$ cat src/rtl/fetchbuffer_pkg.sv
// Shared types and constants for the fetch buffer and its two memory-style links.
package fetchbuffer_pkg;

  localparam int          fetchbuffer_depth = 8;
  localparam logic [31:0] nop_instr         = 32'h0000_0013;

  typedef struct packed {
    logic        mem_valid;
    logic        mem_fence;
    logic        mem_spec;
    logic        mem_instr;
    logic [31:0] mem_addr;
    logic [31:0] mem_wdata;
    logic [3:0]  mem_wstrb;
  } mem_in_type;

  typedef struct packed {
    logic        mem_ready;
    logic [31:0] mem_rdata;
  } mem_out_type;

endpackage

$ cat src/rtl/fetchbuffer_if.sv
// Request/response link: master drives req and consumes rsp, slave the reverse.
interface fetchbuffer_if;
  import fetchbuffer_pkg::*;

  mem_in_type  req;
  mem_out_type rsp;

  modport master (output req, input rsp);
  modport slave  (input req, output rsp);
endinterface

$ cat src/rtl/fetchbuffer_ram.sv
// Halfword storage for the fetch buffer: two write ports, head and head+1 read ports.
module fetchbuffer_ram #(
  parameter int DEPTH = 8,
  parameter int AW    = $clog2(DEPTH)
) (
  input  logic          clock,
  input  logic          wen0,
  input  logic [AW-1:0] waddr0,
  input  logic [15:0]   wdata0,
  input  logic          wen1,
  input  logic [AW-1:0] waddr1,
  input  logic [15:0]   wdata1,
  input  logic [AW-1:0] raddr,
  output logic [15:0]   rdata0,
  output logic [15:0]   rdata1
);

  logic [15:0] ram_q [DEPTH];
  logic [15:0] ram_d [DEPTH];

  always_comb begin
    ram_d = ram_q;
    if (wen0) ram_d[waddr0] = wdata0;
    if (wen1) ram_d[waddr1] = wdata1;
  end

  always_ff @(posedge clock) begin
    ram_q <= ram_d;
  end

  assign rdata0 = ram_q[raddr];
  assign rdata1 = ram_q[raddr + AW'(1)];

endmodule

$ cat src/rtl/fetchbuffer.sv
// Prefetching instruction buffer: word fetches from imem, halfword FIFO, one
// (possibly compressed) instruction handed to fetch per accepted request.
module fetchbuffer
  import fetchbuffer_pkg::*;
#(
  parameter int DEPTH = fetchbuffer_depth
) (
  input  logic          clock,
  input  logic          reset,
  fetchbuffer_if.slave  fetch,
  fetchbuffer_if.master imem
);

  localparam int AW = $clog2(DEPTH);

  typedef logic [AW:0]   ptr_t;
  typedef logic [AW-1:0] idx_t;

  typedef struct packed {
    ptr_t        wptr;
    ptr_t        rptr;
    logic [31:0] head_pc;
    logic [31:0] fetch_addr;
    logic [31:0] req_addr;
    logic        pend;
    logic        discard;
    logic        align;
  } fetchbuffer_reg_type;

  localparam fetchbuffer_reg_type init_fetchbuffer_reg = '0;

  fetchbuffer_reg_type r_q, r_d;

  ptr_t        count, need;
  logic [15:0] h0, h1;
  logic        flush, need2, fb_ready, rsp, issue;
  logic        wen0, wen1;
  idx_t        waddr0, waddr1;
  logic [15:0] wdata0, wdata1;
  logic        unused_fetch;

  fetchbuffer_ram #(.DEPTH(DEPTH), .AW(AW)) u_ram (
    .clock  (clock),
    .wen0   (wen0),
    .waddr0 (waddr0),
    .wdata0 (wdata0),
    .wen1   (wen1),
    .waddr1 (waddr1),
    .wdata1 (wdata1),
    .raddr  (r_q.rptr[AW-1:0]),
    .rdata0 (h0),
    .rdata1 (h1)
  );

  assign unused_fetch = ^{fetch.req.mem_instr, fetch.req.mem_wdata, fetch.req.mem_wstrb};

  assign count    = r_q.wptr - r_q.rptr;
  assign need2    = (h0[1:0] == 2'b11);
  assign need     = need2 ? ptr_t'(2) : ptr_t'(1);
  assign flush    = fetch.req.mem_valid & (fetch.req.mem_spec | fetch.req.mem_fence);
  assign fb_ready = fetch.req.mem_valid & ~flush & (count >= need)
                    & (fetch.req.mem_addr == r_q.head_pc);
  assign rsp      = r_q.pend & imem.rsp.mem_ready;
  // Two free slots at issue time guarantee room for the whole word on return.
  assign issue    = ~r_q.pend & ~flush & (count <= ptr_t'(DEPTH - 2));

  always_comb begin
    fetch.rsp           = '0;
    fetch.rsp.mem_ready = fb_ready;
    fetch.rsp.mem_rdata = nop_instr;
    if (fb_ready) fetch.rsp.mem_rdata = need2 ? {h1, h0} : {16'h0, h0};
  end

  always_comb begin
    imem.req           = '0;
    imem.req.mem_valid = r_q.pend;
    imem.req.mem_instr = 1'b1;
    imem.req.mem_addr  = r_q.req_addr;
  end

  always_comb begin
    r_d    = r_q;
    wen0   = 1'b0;
    wen1   = 1'b0;
    waddr0 = r_q.wptr[AW-1:0];
    waddr1 = r_q.wptr[AW-1:0] + idx_t'(1);
    wdata0 = imem.rsp.mem_rdata[15:0];
    wdata1 = imem.rsp.mem_rdata[31:16];

    if (fb_ready) begin
      r_d.rptr    = r_q.rptr + need;
      r_d.head_pc = r_q.head_pc + (32'(need) << 1);
    end

    if (rsp) begin
      r_d.pend = 1'b0;
      if (r_q.discard) begin
        r_d.discard = 1'b0;
      end else begin
        r_d.fetch_addr = r_q.fetch_addr + 32'd4;
        r_d.align      = 1'b0;
        wen0           = 1'b1;
        if (r_q.align) begin
          wdata0   = imem.rsp.mem_rdata[31:16];
          r_d.wptr = r_q.wptr + ptr_t'(1);
        end else begin
          wen1     = 1'b1;
          r_d.wptr = r_q.wptr + ptr_t'(2);
        end
      end
    end

    if (issue) begin
      r_d.pend     = 1'b1;
      r_d.req_addr = r_q.fetch_addr;
    end

    // A redirect beats a same-cycle response; an in-flight request is left to finish and dropped.
    if (flush) begin
      wen0           = 1'b0;
      wen1           = 1'b0;
      r_d.wptr       = '0;
      r_d.rptr       = '0;
      r_d.head_pc    = fetch.req.mem_addr;
      r_d.fetch_addr = {fetch.req.mem_addr[31:2], 2'b00};
      r_d.align      = fetch.req.mem_addr[1];
      r_d.discard    = r_q.pend & ~imem.rsp.mem_ready;
    end
  end

  always_ff @(posedge clock) begin
    if (reset) r_q <= init_fetchbuffer_reg;
    else       r_q <= r_d;
  end

endmodule
$ cat src/flat_wrapper.sv
// flat-port wrapper written by rule: the top's interface ports become plain ports
module fetchbuffer_flat import fetchbuffer_pkg::*;
#(
  parameter int DEPTH = fetchbuffer_depth
)
  (clock, reset, fetch_req, fetch_rsp, imem_req, imem_rsp);
  fetchbuffer_if fetch_i ();
  fetchbuffer_if imem_i ();
  input  logic clock;
  input  logic reset;
  input wire logic [$bits(fetch_i.req)-1:0] fetch_req;
  output wire logic [$bits(fetch_i.rsp)-1:0] fetch_rsp;
  output wire logic [$bits(imem_i.req)-1:0] imem_req;
  input wire logic [$bits(imem_i.rsp)-1:0] imem_rsp;
  assign fetch_i.req = fetch_req;
  assign fetch_rsp = fetch_i.rsp;
  assign imem_req = imem_i.req;
  assign imem_i.rsp = imem_rsp;
  fetchbuffer #(.DEPTH(DEPTH)) u_core (.clock(clock), .reset(reset), .fetch(fetch_i), .imem(imem_i));
endmodule
$ cat config.mk
export PLATFORM = sky130hd
export DESIGN_NAME = fetchbuffer_flat
export DESIGN_NICKNAME = d
export VERILOG_FILES = /design/src/rtl/fetchbuffer_pkg.sv /design/src/rtl/fetchbuffer_if.sv /design/src/rtl/fetchbuffer_ram.sv /design/src/rtl/fetchbuffer.sv /design/src/flat_wrapper.sv
export SDC_FILE = /design/constraint.sdc
export NUM_CORES = 1
export LEC_CHECK = 0
export CAP_MARGIN = 10
export CORE_ASPECT_RATIO = 0.8
export CORE_MARGIN = 4
export CORE_UTILIZATION = 56
export CTS_BUF_LIST = sky130_fd_sc_hd__clkbuf_8
export CTS_CLUSTER_DIAMETER = 30
export DETAILED_ROUTE_END_ITERATION = 12
export PLACE_DENSITY_LB_ADDON = 0.05
export SYNTH_ARGS = -nofsm -noshare
export SYNTH_HDL_FRONTEND = slang
export SYNTH_SLANG_ARGS = --single-unit
$ cat constraint.sdc
create_clock -name clock -period 4 [get_ports clock]
set_clock_uncertainty 0.15 [all_clocks]
set_input_delay 0.6 -clock clock [delete_from_list [all_inputs] [get_ports clock]]
set_output_delay 0.6 -clock clock [all_outputs]
set_load 0.01 [all_outputs]
Word level (Yosys, flattened, before mapping) --
Index checks and enable logic that the tools add are counted.
Word-level totals: output and inout port bits 105, RAM bits 0, register bits after elaboration 235, memories kept 0, ROM bits 0, bits in latches 0, logic and storage cells 97
Cells by class: magnitude comparators 8, shifts and indexed selects 0, reductions and logical operators 8, $add $sub $neg 8, multiplexer cells 36, divide/modulo/power cells 0, equality and inequality tests 3, bitwise logic cells 17, multipliers 0
Operators with widths (number):
- 128-bit bitwise mux | 2
- 128-bit two-way mux | 2
- 32-bit two-way mux | 5
- 16-bit two-way mux | 9
- 16-bit binary-select mux with 3-bit select | 2
- 16-bit demux with 3-bit select | 2
- 64-bit two-way mux | 1
- 32-bit by 3-bit adder with 32-bit output, second input constant | 1
- 32-bit by 5-bit adder with 32-bit output | 1
- 32-bit == test | 1
- 4-bit >= comparator, second input constant | 4
- 3-bit inverter with 4-bit output | 4
- 1-bit two-way mux | 9
- 1-bit AND | 8
- 4-bit by 1-bit < comparator with 1-bit output, second input constant | 2
- 3-bit by 1-bit adder with 3-bit output, second input constant | 2
- 2-bit nonzero test | 3
- 4-bit by 1-bit adder with 4-bit output, second input constant | 1
- 4-bit by 2-bit adder with 4-bit output | 1
- 4-bit by 2-bit adder with 4-bit output, second input constant | 1
- 4-bit >= comparator | 1
- 4-bit by 3-bit less-or-equal comparator with 1-bit output, second input constant | 1
- 2-bit two-way mux | 2
- 4-bit two-way mux | 1
- other kinds (9) | 14

Longest topological paths before layout --
word-level depth 11, mapped depth 15

By module --
A second synthesis with hierarchy kept.
Unflattened totals: cells, all modules 1559, area, all modules 14473.9 µm²
By module, submodules not included:
- fetchbuffer_ram | sequential area each 2562.5 µm², area each 7544.7 µm², instances 1, cells an instance 715
- fetchbuffer | sequential area each 2062.0 µm², area each 6929.1 µm², instances 1, cells an instance 844

Worst setup path before layout --
No wires, ideal clock.
path kind reg2out, start point reg u_core.r_q[101] (netlist name), end point out fetch_rsp[21], buffers on the path 3, data required time 3.250 ns, data arrival time 3.031 ns, setup slack 0.219 ns, stages on the path, launching flop included 14, path through dfxtp_1 clkbuf_1 clkbuf_1 inv_1 ha_1 nor2b_1 a221oi_1 xnor2_1 a211oi_2 or2_2 inv_2 nand2_1 buf_2 a21oi_1
Between the ends: word-level cells in the longest chain between the ends 10
RTL lines:
- start: declaration | line fetchbuffer.sv:32 | fetchbuffer_reg_type r_q, r_d;
- start signal: assignment | line fetchbuffer.sv:132 | if (reset) r_q <= init_fetchbuffer_reg;
- start signal: assignment | line fetchbuffer.sv:133 | else r_q <= r_d;
- 3-bit inverter with 4-bit output (implied by the code) | line fetchbuffer_ram.sv:31 | assign rdata0 = ram_q[raddr];
- 16-bit binary-select mux with 3-bit select | line fetchbuffer_ram.sv:31
- 16-bit two-way mux (implied by the code) (2 in a row) | line fetchbuffer_ram.sv:31
- 2-bit == test | line fetchbuffer.sv:58 | assign need2 = (h0[1:0] == 2'b11);
- 2-bit two-way mux | line fetchbuffer.sv:59 | assign need = need2 ? ptr_t'(2) : ptr_t'(1);
- 4-bit >= comparator | line fetchbuffer.sv:61 | assign fb_ready = fetch.req.mem_valid & ~flush & (count >= need)
- 1-bit AND | line fetchbuffer.sv:61
- 1-bit AND | line fetchbuffer.sv:62 | & (fetch.req.mem_addr == r_q.head_pc);
- 32-bit two-way mux * | line fetchbuffer.sv:71 | if (fb_ready) fetch.rsp.mem_rdata = need2 ? {h1, h0} : {16'h0, h0};
- end: declaration | line flat_wrapper.sv:12 | output wire logic [$bits(fetch_i.rsp)-1:0] fetch_rsp;
Every way passes the cells marked *; elsewhere a longest branch is shown, timed or not. The select of a mux whose other input is x is not followed.

Worst setup path after layout --
start point reg u_core.r_q[99] (netlist name), end point out fetch_rsp[0]
Same word-level chain as after synthesis.

==> results.toml <==
[clock_tree]
numClockSinks = 231
cts.htree.levels = 2
clk_latency_ps = 570
tritoncts = "done"
clk_pin_slew_ps = 60
cts_buffers = 50
root_buffer = "clkbuf_8"
clockBufferDepth = 3

[global_routing]
antenna_found_initial = 0
grtUsageTotal = 0.298
grt-ovfl-total = 0
grt_pass1_wl_mm = 63.9
grt_pass1_vias = 11700
grt_max_degree = 52

[sta]
setup_tns_ps = 0
max_freq_mhz = 261
maxSlewHeadroom = 0.315
setup_viol = 0
slew_viol_final = 0
layout_setup_ws_ps = 162
period_minus_slack_ps = 3840
worst_slew_pin_slew_ps = 1030
finalHoldViolCount = 0
period_share = 0.959

[routing]
vias = 12200
drc = 0
vias_per_cell = 5.91
totalWireLength_mm = 40.6
detail-route-antenna-nets = 0
dr.pass1.iters = 6
post_drt_wl_per_cell_um = 19.6
first_iter_violations = 1161

[worst_setup_path]
r2r-start = "u_core.r_q[99]"
slowest_stage = "mux4_2"
crit_path_start = "u_core.r_q[99]"
reg2reg_depth = 13
cp.arrival_ps = 3090
crit_family = "multiplexers"
critPathKind = "reg -> out"
crit_chain = "mux4_2 -> mux2i_4 -> nor2_2 -> inv_1 -> ha_1 -> a211oi_2 -> or2_4 -> inv_4 -> buf_12 -> nand2_1 -> dlygate4sd2_1"
crit_buf_inv = 4
crit_fanout = 11
reg2reg_slack_ps = 200
worst_setup_path_start_kind = "flip-flop"
rr_endpoint = "u_core.r_q[79]"
endpoint_kind = "output port"
required_ps = 3250
slowest_delay_ps = 540
worstSetupEndpoint = "fetch_rsp[0]"
path_depth = 11

[finish]
post-route-util = 0.693
syn2layout_area_growth_pct = 21.7
antenna_cells_inserted = 0
drive_above_1_share = 0.172
final_common_cell = "nand2_1"
seq_area_um2 = 4630
multi_input_area_um2 = 7940
layout.nets = 1845
fillCellCount = 1938
final_cell_mix = "299 x nand2_1, 229 x dfxtp_1, 177 x o21ai_0, 120 x nor2_1, 114 x a21oi_1"

[yosys]
syn_area_um2 = 13400
yosys.area_share.simple = 0.185
synth_fa_ha_area_frac = 0.0186
yosys_warnings = 0
syn_area_per_cell_um2 = 8.28
async_reset_ff_frac = 0
synth_edf_count = 0
synth_top_family_by_area = "simple AND/OR/NAND/NOR gates"
synthDistinctLibCells = 60
synth_top_flop_cell = "dfxtp_1"
ys_seq_elements = 231
synth.area.mux_share = 0.144
synth-compound-area-share = 0.171
synth-xor-area-share = 0.0518
synth_seq_area_share = 0.346
synthCells = 1613

[place]
hpwl_mm = 26.9
dp_slack_ps = -261
port-buffer-count = 133
gp_congestion = 0.949

[hold_path]
min_path_type = "reg -> reg"
whs_path_depth = 2

[floorplan]
core_area_um2 = 23500
dieHeight_um = 146
die_w_um = 181
row_count = 50
io-pin-count = 212
start_util = 0.569
die_area_um2 = 26400

[power]
pwr_density_cell_nw_per_um2 = 440
total_power_mw = 7.16
ir_drop_uv = 350
power_leakage_nw = 6.14

[run_status]
status = "finished, final reports clean"

[job]
maxCapViolCount = 0
worst min path at each step:
stage                         startpoint        endpoint  slack, ps
final                     u_core.r_q[67]  u_core.r_q[67]        320
after global routing      u_core.r_q[67]  u_core.r_q[67]        360
after CTS                 u_core.r_q[67]  u_core.r_q[67]        320
after detailed placement  u_core.r_q[67]  u_core.r_q[67]        310
after global placement    u_core.r_q[67]  u_core.r_q[67]        310
after floorplan           u_core.r_q[67]  u_core.r_q[67]        300
Yosys cell counts, types with 10 or more instances:
| library cell | count | area, um^2 |
|---|---|---|
| xor2_1 | 23 | 201 |
| nand3_1 | 25 | 125 |
| and3_1 | 21 | 131 |
| mux4_2 | 64 | 1440 |
| o21ai_0 | 177 | 886 |
| nor4_1 | 13 | 81.3 |
| buf_1 | 12 | 45.0 |
| inv_1 | 12 | 45.0 |
| nor2_1 | 122 | 458 |
| a21oi_1 | 125 | 626 |
| a211oi_1 | 14 | 105 |
| xnor2_1 | 56 | 490 |
| clkbuf_1 | 108 | 405 |
| ha_1 | 15 | 188 |
| nand4_1 | 22 | 138 |
| nor3_1 | 19 | 95.1 |
| dfxtp_1 | 231 | 4620 |
| buf_4 | 74 | 556 |
| o21bai_1 | 25 | 188 |
| mux2i_1 | 48 | 480 |
| nand2_1 | 300 | 1130 |
| and4_1 | 10 | 87.6 |
| o221a_2 | 16 | 180 |
report_power, final:
| group | internal, mW | switching [mW] |
|---|---|---|
| combinational | 0.622 | 0.536 |
| clock | 2.05 | 1.13 |
| sequential | 2.57 | 0.245 |
state kept, by name, indices dropped and copies added (netlist names):
name                cells
u_core.r_q             72
u_core.imem.req        31
u_core.u_ram.ram_q    128
logic make-up after synthesis:
family | after synthesis
xor gates and xnor gates | 79
AOI/OAI and AO/OA | 390
other | 2
muxes | 112
and+or+nand+nor | 565
buffers and inverters | 216
adders and majority gates | 18
DFF | 231
routing by layer:
metal | GRT usage | vias to the layer above | routed length [um]
met3 | 0.0730 | 61 | 4320
met5 | 0.00909 | - | 0
met1 | 0.435 | 5777 | 17900
met2 | 0.443 | 621 | 17700
li1 | - | 5783 | -
met4 | 0.0801 | 0 | 700
timing repair:
item,4_1_cts,5_1_grt
gates cloned,2,0
endpoints found under the hold margin,0,0
pin swaps,0,2
buffers inserted,4,0
gates resized for setup,90,27
setup endpoints to repair,33,35
hold buffers,0,0
cell type report:
class,instances,share of cell area
multi-input combinational,1205,0.488
sequential,231,0.285
timing repair buffer,218,0.123
clock buffer,55,0.0466
clock inverter,35,0.0297
tap,312,0.0240
inverter,14,0.00339
through the flow:
stage          hold WS, ps  instance area, um^2  instances
2_1_floorplan          299                13500       1652
3_3_place_gp           307                14800       1974
3_5_place_dp           315                14800       1974
4_1_cts                321                16200       2070
5_1_grt                362                16300       2070
6_report               318                16300       2070
worst register-to-register path, stage by stage (launching register included):
cell,delay [ps]
dfxtp_4,420
mux4_2,540
mux2i_4,210
nor2_2,80
buf_4,160
inv_1,140
ha_1,200
a21oi_1,80
nor2b_1,330
and3_1,520
nand2_1,130
or4_1,410
a21oi_1,190
nor3_1,90
(Power assumes the default switching activity.)
